===== src/rtl/fetch_stage_pkg.sv =====
// Shared pipeline definitions: word width, opcode field, and the NOP/HALT encodings
// used by fetch, decode and the IF/ID buffer.
package fetch_stage_pkg;

  localparam int WORD_W     = 16;
  localparam int OPCODE_MSB = 15;
  localparam int OPCODE_LSB = 12;
  localparam int OPCODE_W   = OPCODE_MSB - OPCODE_LSB + 1;

  typedef logic [WORD_W-1:0]   word_t;
  typedef logic [OPCODE_W-1:0] opcode_t;

  localparam word_t   NOP_INSTR = 16'h0000;
  localparam opcode_t HALT_OP   = 4'hF;

  typedef enum logic {
    ST_RUN  = 1'b0,
    ST_HALT = 1'b1
  } fetch_state_e;

  function automatic opcode_t opcode_of(input word_t instr);
    return instr[OPCODE_MSB:OPCODE_LSB];
  endfunction

endpackage


===== src/rtl/fetch_stage.sv =====
// Instruction-fetch stage: owns the PC, reads instruction memory and registers the
// fetched word and its PC for the IF/ID buffer. Handles stall, redirect and HALT.
module fetch_stage #(
  parameter fetch_stage_pkg::word_t   RESET_PC  = 16'h0000,
  parameter fetch_stage_pkg::word_t   NOP_INSTR = fetch_stage_pkg::NOP_INSTR,
  parameter fetch_stage_pkg::opcode_t HALT_OP   = fetch_stage_pkg::HALT_OP
) (
  input  logic                   clk,
  input  logic                   rst,
  input  logic                   stall,
  input  logic                   redirect,
  input  fetch_stage_pkg::word_t redirect_pc,
  output fetch_stage_pkg::word_t imem_addr,
  input  fetch_stage_pkg::word_t imem_data,
  output fetch_stage_pkg::word_t instr_out,
  output fetch_stage_pkg::word_t pc_out,
  output logic                   valid_out,
  output logic                   halted
);
  import fetch_stage_pkg::*;

  fetch_state_e state;
  word_t        pc;

  logic fetched_halt;

  assign imem_addr    = pc;
  assign fetched_halt = (opcode_of(imem_data) == HALT_OP);

  // Priority: rst > redirect > stall > state action. A redirect also leaves HALT,
  // and pc_out keeps the last real instruction's PC while the bubble goes out.
  // NOTE: all state here is sequential, so every assignment is non-blocking to avoid
  // read/write ordering races between registers updated on the same edge.
  always_ff @(posedge clk) begin
    if (rst) begin
      state     <= ST_RUN;
      pc        <= RESET_PC;
      instr_out <= NOP_INSTR;
      pc_out    <= '0;
      valid_out <= 1'b0;
      halted    <= 1'b0;
    end else if (redirect) begin
      state     <= ST_RUN;
      pc        <= redirect_pc;
      instr_out <= NOP_INSTR;
      valid_out <= 1'b0;
      halted    <= 1'b0;
    end else if (!stall) begin
      unique case (state)
        ST_RUN: begin
          instr_out <= imem_data;
          pc_out    <= pc;
          valid_out <= 1'b1;
          // The HALT word itself is passed on; the PC parks on it.
          if (fetched_halt) begin
            state  <= ST_HALT;
            halted <= 1'b1;
          end else begin
            pc <= pc + word_t'(1);
          end
        end
        ST_HALT: begin
          instr_out <= NOP_INSTR;
          valid_out <= 1'b0;
        end
        default: begin
          state <= ST_RUN;
        end
      endcase
    end
  end

endmodule


===== config.mk =====
export PLATFORM = sky130hd
export DESIGN_NAME = fetch_stage
export DESIGN_NICKNAME = d
export VERILOG_FILES = /design/src/rtl/fetch_stage_pkg.sv /design/src/rtl/fetch_stage.sv
export SDC_FILE = /design/constraint.sdc
export NUM_CORES = 1
export LEC_CHECK = 0
export CORE_MARGIN = 4
export CORE_UTILIZATION = 45
export DETAILED_ROUTE_END_ITERATION = 7
export DONT_BUFFER_PORTS = 1
export SYNTH_ARGS = -nofsm -noshare
export SYNTH_HDL_FRONTEND = slang
export SYNTH_SLANG_ARGS = --single-unit

===== constraint.sdc =====
create_clock -name clk -period 3.05 [get_ports clk]
set_input_delay 0.915 -clock clk [delete_from_list [all_inputs] [get_ports clk]]
set_output_delay 0.915 -clock clk [all_outputs]
set_load 0.01 [all_outputs]

Yosys cells after proc, flatten, opt, wreduce, memory -nomap -nowiden
Index checks and enable logic that the tools add are counted.
{"block": "word_totals", "wordCells": 26, "in_bits": 36, "register_bits": 51, "out_inout_bits": 50}
{"block": "op_classes", "bitwise_logic": 3, "eq_ne": 4, "add_sub_neg": 1, "reduce_logical": 4, "muxes": 8}
{"op": "two-way mux 16 bit", "count": 4}
{"op": "one-hot mux 16 bit (2 select lines)", "count": 1}
{"op": "adder 16 x 1 -> 16 bit (second input constant)", "count": 1}
{"op": "AND reduction 3 bit", "count": 3}
{"op": "== test 4 bit (second input constant)", "count": 1}
{"op": "!= test 2 bit (second input constant)", "count": 2}
{"op": "inverter 1 bit", "count": 3}
{"op": "two-way mux 1 bit", "count": 2}
{"op": "!= test 2 x 1 -> 1 bit (second input constant)", "count": 1}
{"op": "one-hot mux 1 bit (2 select lines)", "count": 1}
{"op": "OR reduction 2 bit", "count": 1}

Depth between registers and ports, before layout
Gate-level depths: netlist (run 1).
{"block": "logic_depth", "depth_word": 5, "ltp_mapped": 5, "mapped_depth_nobuf": 5}

Least setup slack after synthesis (run 1)
OpenSTA, ideal clock, no wires.
{"block": "synth_path", "kind": "input to register", "start": "input port imem_data[12]", "end": "register pc[12], in the netlist imem_addr[12]", "setup_ps": 91, "slack_ps": 977, "path_buffers": 1, "t_arrival_ps": 1982, "path_stages": 5, "required_ps": 2959, "cell_sequence": "nand4_1 > buf_2 > nand4_4 > or3_1 > a311oi_1"}
{"block": "synth_via", "elab_chain_cells": 3}
{"item": "start: declaration", "line_no": "fetch_stage.sv:14", "rtl": "input fetch_stage_pkg::word_t imem_data,"}
{"item": "== test 4 bit", "line_no": "fetch_stage.sv:28", "rtl": "assign fetched_halt = (opcode_of(imem_data) == HALT_OP);"}
{"item": "!= test 2 bit (no line)"}
{"item": "AND reduction 3 bit (no line)"}
{"item": "end signal: assignment", "line_no": "fetch_stage.sv:44", "rtl": "pc <= redirect_pc;"}
{"item": "end signal: assignment", "line_no": "fetch_stage.sv:59", "rtl": "pc <= pc + word_t'(1);"}
{"item": "end: declaration", "line_no": "fetch_stage.sv:23", "rtl": "word_t pc;"}
No other way between the ends.
A chain may end at the register's enable or synchronous reset.

Final worst setup path (run 1)
{"block": "layout_path", "start": "input port imem_data[12]", "end": "register pc[9], in the netlist imem_addr[9]"}
The elaborated chain is that of the path after synthesis.

==> flow_metrics.py, run 1 <==
metrics = {
    "cts": {
        "cts_resized": 0,
        "clk_pin_slew_worst_paths_ns": 0.09,
        "cts_hold_buf": 0,
        "clkLatencyLatePin_ns": 0.30,
        "cts_setup_buffers": 0,
        "ctsRootBufferMaster": "clkbuf_8",
        "cts_made_buffers": 5,
        "cts.path.max_buffers": 2,
        "h-tree-depth": 2,
        "cts_sinks": 51,
        "cts_tree": "built",
    },
    "logic_synthesis": {
        "yosysWarnings": 0,
        "syn_area_um2": 2050,
        "async_flop_share_pct": 0,
        "synth_compound_area_share_pct": 19.0,
        "synth_edf_count": 0,
        "synth-adder-area-share_pct": 0.611,
        "synth_ff_type": "dfxtp_1",
        "synth_area_per_cell_um2": 8.58,
        "synth_top_family_by_area": "simple AND/OR/NAND/NOR gates",
        "yosysTopAreaCell": "dfxtp_1",
        "synth_cell_type_count": 30,
        "ys_seq_area_share_pct": 49.8,
        "netlist_instances": 239,
        "yosys.area_share.xor_xnor_pct": 2.99,
        "synthMuxAreaShare_pct": 0,
        "yosys.area_share.simple_pct": 24.2,
        "ys_ff_latch": 51,
        "synth.top_cell.area_share_pct": 49.8,
        "synth_nets": 276,
        "synth.area.top_cells": "dfxtp_1, nand2_1, nor2_1",
    },
    "critical_path": {
        "slowest_stage": "nand4_1",
        "cp-end-kind": "register",
        "r2r-start": "imem_addr[0]",
        "rrSetupSlack_ns": 1.20,
        "crit_required_ns": 3.26,
        "worst_ep_arrival_time_ns": 2.18,
        "cpLargestDelayFamily": "simple AND/OR/NAND/NOR gates",
        "cp_cell_sequence": "nand4_1 > nand4_4 > or3_1 > a311oi_1",
        "r2r_end": "imem_addr[14]",
        "reg2reg_depth": 5,
        "startpoint_type": "input port",
        "critPathKind": "input port to register",
        "cpPeakStageDelay_ns": 0.41,
        "path_max_fanout": 11,
        "crit_buf_inv": 0,
    },
    "global_route": {
        "grt_busiest_layer": "met2",
        "gr-usage-met1_pct": 21.4,
        "grt-ovfl-total": 0,
        "antenna_found_initial": 0,
        "first_global_vias": 1488,
        "grt_pass1_wl_um": 7130,
        "use_met2_pct": 24.7,
        "grtUsageTotal_pct": 16.7,
        "grt_max_degree": 34,
        "gr-usage-met3_pct": 5.94,
    },
    "finish": {
        "syn2layout_area_growth_pct": 5.68,
        "drive_gt1_share_pct": 6.81,
        "final_nets": 271,
        "layout_common_cells": "dfxtp_1, nand2_1, nor2_1",
        "num_antenna_cells": 0,
        "stdcell_count": 287,
        "final_common_cell": "dfxtp_1",
        "seqCellArea_um2": 1020,
        "n_fill_cell": 450,
        "multi_input_area_um2": 965,
    },
    "sta": {
        "timing.fmax_mhz": 507,
        "worst_slew_pin_slew_ns": 0.578,
        "slew-limit-headroom_pct": 61.3,
        "period_share_pct": 64.7,
        "final-max-slew-violation-count": 0,
        "hold_viol": 0,
        "final.setup.worst_slack_ns": 1.08,
        "finalSetupTns_ns": 0,
        "min_period_ns": 1.97,
        "rsz0062_at_grt": "no",
        "setup_viol": 0,
        "worst_clock_skew_ns": 0.00635,
    },
    "min_path": {
        "hold_path_class": "register to register",
        "whs_endpoint": "pc_out[4]",
        "hold_depth": 2,
        "min_from": "pc_out[4]",
    },
    "placed_design": {
        "portBuffers": 0,
        "gp_congestion": 0.709,
        "dp_slack_ns": 0.758,
        "dp.cells": 279,
        "hpwl_um": 3300,
    },
    "routing": {
        "firstDrtPassIters": 5,
        "viasPerCell": 5.72,
        "drtAntennaViolNets": 0,
        "drt-total-wl_um": 4630,
        "drt-initial-drc-count": 100,
        "drcViolationCount": 0,
        "wl_per_cell_um": 16.1,
        "vias": 1642,
    },
    "outcome": {
        "status": "finished clean",
    },
    "die": {
        "row_count": 24,
        "die-height_um": 75.5,
        "start_util_pct": 46.7,
        "die_width_um": 75.5,
        "dieArea_um2": 5700,
        "core_um2": 4380,
        "io_pins": 86,
    },
    "power_and_ir_drop": {
        "ir_drop_mv": 0.204,
        "p_int_uw": 890,
        "switching_share_pct": 25.3,
        "p_clk_share_pct": 31.0,
        "total_power_uw": 1190,
        "power.density_nw_per_um2": 551,
        "pwr-share-comb_pct": 6.5,
        "seqPwrFrac_pct": 62.4,
        "switchingPower_uw": 302,
        "p_leak_uw": 0.000734,
    },
    "job": {
        "cap_viol_max_count": 0,
    },
}
==> per-stage QoR <==
stage / cell area [µm²] / util, % / hold WS [ns]
finish: 2170 / 49.4 / 0.495
global route: 2170 / 49.4 / 0.511
floorplan: 2050 / - / 0.481
CTS: 2170 / 49.4 / 0.500
detailed placement: 2080 / 47.5 / 0.488
global placement: 2080 / 47.5 / 0.484
==> routing by layer <==
layer  wire length (µm)  vias to the layer above
li1                   -                      835
met1               1930                      733
met2               2110                       64
met3                474                       10
met4                119                        0
met5                  0                        -
==> worst max path at each step <==
stage / from / to / slack (ns) / cells past startpoint
2_1_floorplan: imem_data[12] / imem_addr[12] / 0.98 / 5
3_3_place_gp: imem_data[12] / imem_addr[13] / 0.83 / 4
3_5_place_dp: imem_data[12] / imem_addr[9] / 0.76 / 4
5_1_grt: imem_data[12] / imem_addr[12] / 0.96 / 4
4_1_cts: imem_data[12] / imem_addr[9] / 1.08 / 4
6_report: imem_data[12] / imem_addr[9] / 1.08 / 4
==> flip-flops by register name, indices dropped and copies added, names as in the netlist <==
signal and flops:
instr_out 16, pc_out 16, state 1, halted 1, imem_addr 16, valid_out 1
==> power groups by stage <==
stage,combinational [µW],clock (µW),sequential (µW)
finish,77.9,370,745
global route,90.3,414,751
CTS,79.9,390,746
detailed placement,79.8,0,761
global placement,78.2,0,761
floorplan,74.6,0,749
==> cells in the mapped netlist (all sizes together), types with 3 or more instances <==
cell	count
a21oi	17
a311oi	7
clkbuf	13
o21ai	7
a22oi	16
dfxtp	51
nand4	6
nand2	38
inv	3
xor2	6
nor2	37
or3	7
nand3	6
a211oi	7
==> layout make-up <==
cell class | count | area share (%)
Timing Repair Buffer | 3 | 1.04
Clock buffer | 7 | 3.52
Multi-Input combinational cell | 170 | 44.5
Sequential cell | 51 | 47.1
Tap cell | 52 | 3.00
Inverter | 3 | 0.520
Clock inverter | 1 | 0.231
==> cell families (layout without fill, tap and decap cells) <==
logic type,after synthesis,in the layout
simple gates,103,103
compound gates,59,59
flops,51,51
buf+inv,18,14
xor+xnor,7,7
fa+ha+maj,1,1
==> worst reg2reg max path, cell delays in order (launching register included) <==
cell,delay [ns]
dfxtp_1,0.48
ha_1,0.18
nor3b_2,0.32
nand4_4,0.17
or3_1,0.38
a311oi_1,0.24
Note: power is estimated with default switching activity, not from simulation.
==> run 2, diff against run 1 <==
Clock period 3.05 ns to 1.95 ns, I/O delays scaled along.
==> run 2 against run 1 <==
Compared with the run above: worst setup slack got worse by 0.80 ns; worst hold slack got worse by 0.15 ns; sequential share of layout area decreased by 2.6 points; count of clock-buffer cells in the layout decreased by 1; critical path type is now register to register; clock power increased by 63%; first-iteration DRC count decreased by 63%; critical endpoint is now imem_addr[10]; die area unchanged; sequential cell count unchanged; non-clock buffer count increased by 16; combinational power increased by 130%; global-route usage increased by 0.39 points; critical path depth increased by 1.
==> flow_metrics.py, run 2 (synthesis gave the netlist of run 1 again) <==
metrics = {
    "routing": {
        "drt-total-wl_um": 4780,
        "drtAntennaViolNets": 0,
        "drt-met1-wl_um": 1980,
        "met3_length_um": 495,
        "dr.max_layer_used": "met4",
        "drt-initial-drc-count": 37,
        "dr_wl_met2_um": 2250,
        "wl_per_cell_um": 15.8,
        "firstDrtPassIters": 6,
        "drcViolationCount": 0,
        "vias": 1683,
        "viasPerCell": 5.57,
    },
    "critical_path": {
        "slowest_stage": "dfxtp_1",
        "startpoint_type": "register",
        "cpLargestDelayFamily": "simple AND/OR/NAND/NOR gates",
        "crit_buf_inv": 0,
        "worst-path-stages": 5,
        "cpPeakStageDelay_ns": 0.38,
        "cp_cell_sequence": "ha_1 > nor3b_2 > nand4_4 > or3_1 > a311oi_1",
        "reg2reg_depth": 5,
        "critPathKind": "register to register",
        "crit_required_ns": 2.16,
        "path_max_fanout": 8,
        "worst_ep_arrival_time_ns": 1.88,
        "cp-end-kind": "register",
    },
    "sta": {
        "min_period_ns": 1.67,
        "worst_slew_pin_slew_ns": 0.544,
        "final-max-slew-violation-count": 0,
        "hold_viol": 0,
        "worst_clock_skew_ns": 0.00820,
        "holdWs_ns": 0.343,
        "period_share_pct": 85.6,
        "timing.fmax_mhz": 599,
        "finalSetupTns_ns": 0,
        "slew-limit-headroom_pct": 63.7,
        "setup_viol": 0,
        "rsz0062_at_grt": "no",
    },
    "global_route": {
        "first_global_vias": 1593,
        "antenna_found_initial": 0,
        "grt_max_degree": 34,
        "grt-ovfl-total": 0,
        "grt_pass1_wl_um": 7400,
        "grtUsageTotal_pct": 17.0,
    },
    "cts": {
        "cts_tree": "built",
        "ctsRootBufferMaster": "clkbuf_8",
        "clkLatencyLatePin_ns": 0.30,
        "cts_resized": 0,
        "h-tree-depth": 2,
        "clk_pin_slew_worst_paths_ns": 0.09,
        "cts.path.max_buffers": 2,
        "cts_sinks": 51,
        "cts_setup_buffers": 0,
        "cts_made_buffers": 5,
        "cts_hold_buf": 0,
    },
    "die": {
        "start_util_pct": 46.7,
        "die-height_um": 75.5,
        "io_pins": 86,
        "die_width_um": 75.5,
        "row_count": 24,
        "dieArea_um2": 5700,
        "core_um2": 4380,
    },
    "finish": {
        "final_nets": 287,
        "final_common_cell": "dfxtp_1",
        "layout_common_cells": "dfxtp_1, nand2_1, nor2_1",
        "stdcell_area_um2": 2290,
        "fin_util_pct": 52.3,
        "syn2layout_area_growth_pct": 11.8,
        "num_antenna_cells": 0,
        "drive_gt1_share_pct": 13.2,
    },
    "min_path": {
        "hold_depth": 1,
        "hold_path_class": "input port to register",
    },
    "placed_design": {
        "gp_congestion": 0.771,
        "placed_area_um2": 2200,
        "hpwl_um": 3510,
        "portBuffers": 0,
    },
    "power_and_ir_drop": {
        "total_power_uw": 1920,
        "p_leak_uw": 0.000819,
        "ir_drop_mv": 0.405,
        "power.density_nw_per_um2": 838,
    },
    "job": {
        "cap_viol_max_count": 0,
    },
    "outcome": {
        "status": "finished clean",
    },
}
==> run 2: cell count changes in the layout (fill, tap and decap cells not counted), sizes merged <==
cell	change
buf	+16
clkbuf	-1
==> run 2: final timing paths <==
check | slack, ns | start | end
max | 0.28 | imem_addr[1] | imem_addr[10]
max reg2reg | 0.28 | imem_addr[1] | imem_addr[10]
min | 0.34 | rst | pc_out[14]
min reg2reg | 0.50 | pc_out[14] | pc_out[14]
==> run 2: through the flow <==
stage | cells | worst slack, ns
CTS | 302 | 0.268
finish | 302 | 0.280
global placement | 295 | 0.222
floorplan | 239 | 0.207
detailed placement | 295 | 0.168
global route | 302 | 0.201
==> run 2: cell type report <==
| class | instances | area (µm²) |
|---|---|---|
| Clock buffer | 6 | 82.6 |
| Clock inverter | 1 | 5.00 |
| Fill cell | 445 | 2090 |
| Inverter | 3 | 11.3 |
| Multi-Input combinational cell | 170 | 965 |
| Sequential cell | 51 | 1020 |
| Tap cell | 52 | 65.1 |
| Timing Repair Buffer | 19 | 143 |
==> run 2: routing by layer <==
layer	track usage [%]	vias to the layer above
met5	0	-
met4	5.24	0
met3	7.65	5
met2	28.0	63
met1	20.0	751
li1	-	864
==> run 2: worst reg2reg max path, delay by kind of cell, from the launching register on <==
kind / cells / cell delay (ns)
AOI/OAI and AO/OA: 1 / 0.24
adders and majority gates: 1 / 0.15
DFF: 1 / 0.38
and+or+nand+nor: 3 / 0.82
==> run 2: power breakdown <==
group / leakage, µW / switching [µW] / internal (µW) / total (µW)
Sequential: 0.000418 / 49.7 / 1090 / 1140
Clock: 0.0000470 / 324 / 279 / 603
Combinational: 0.000354 / 103 / 77.6 / 180
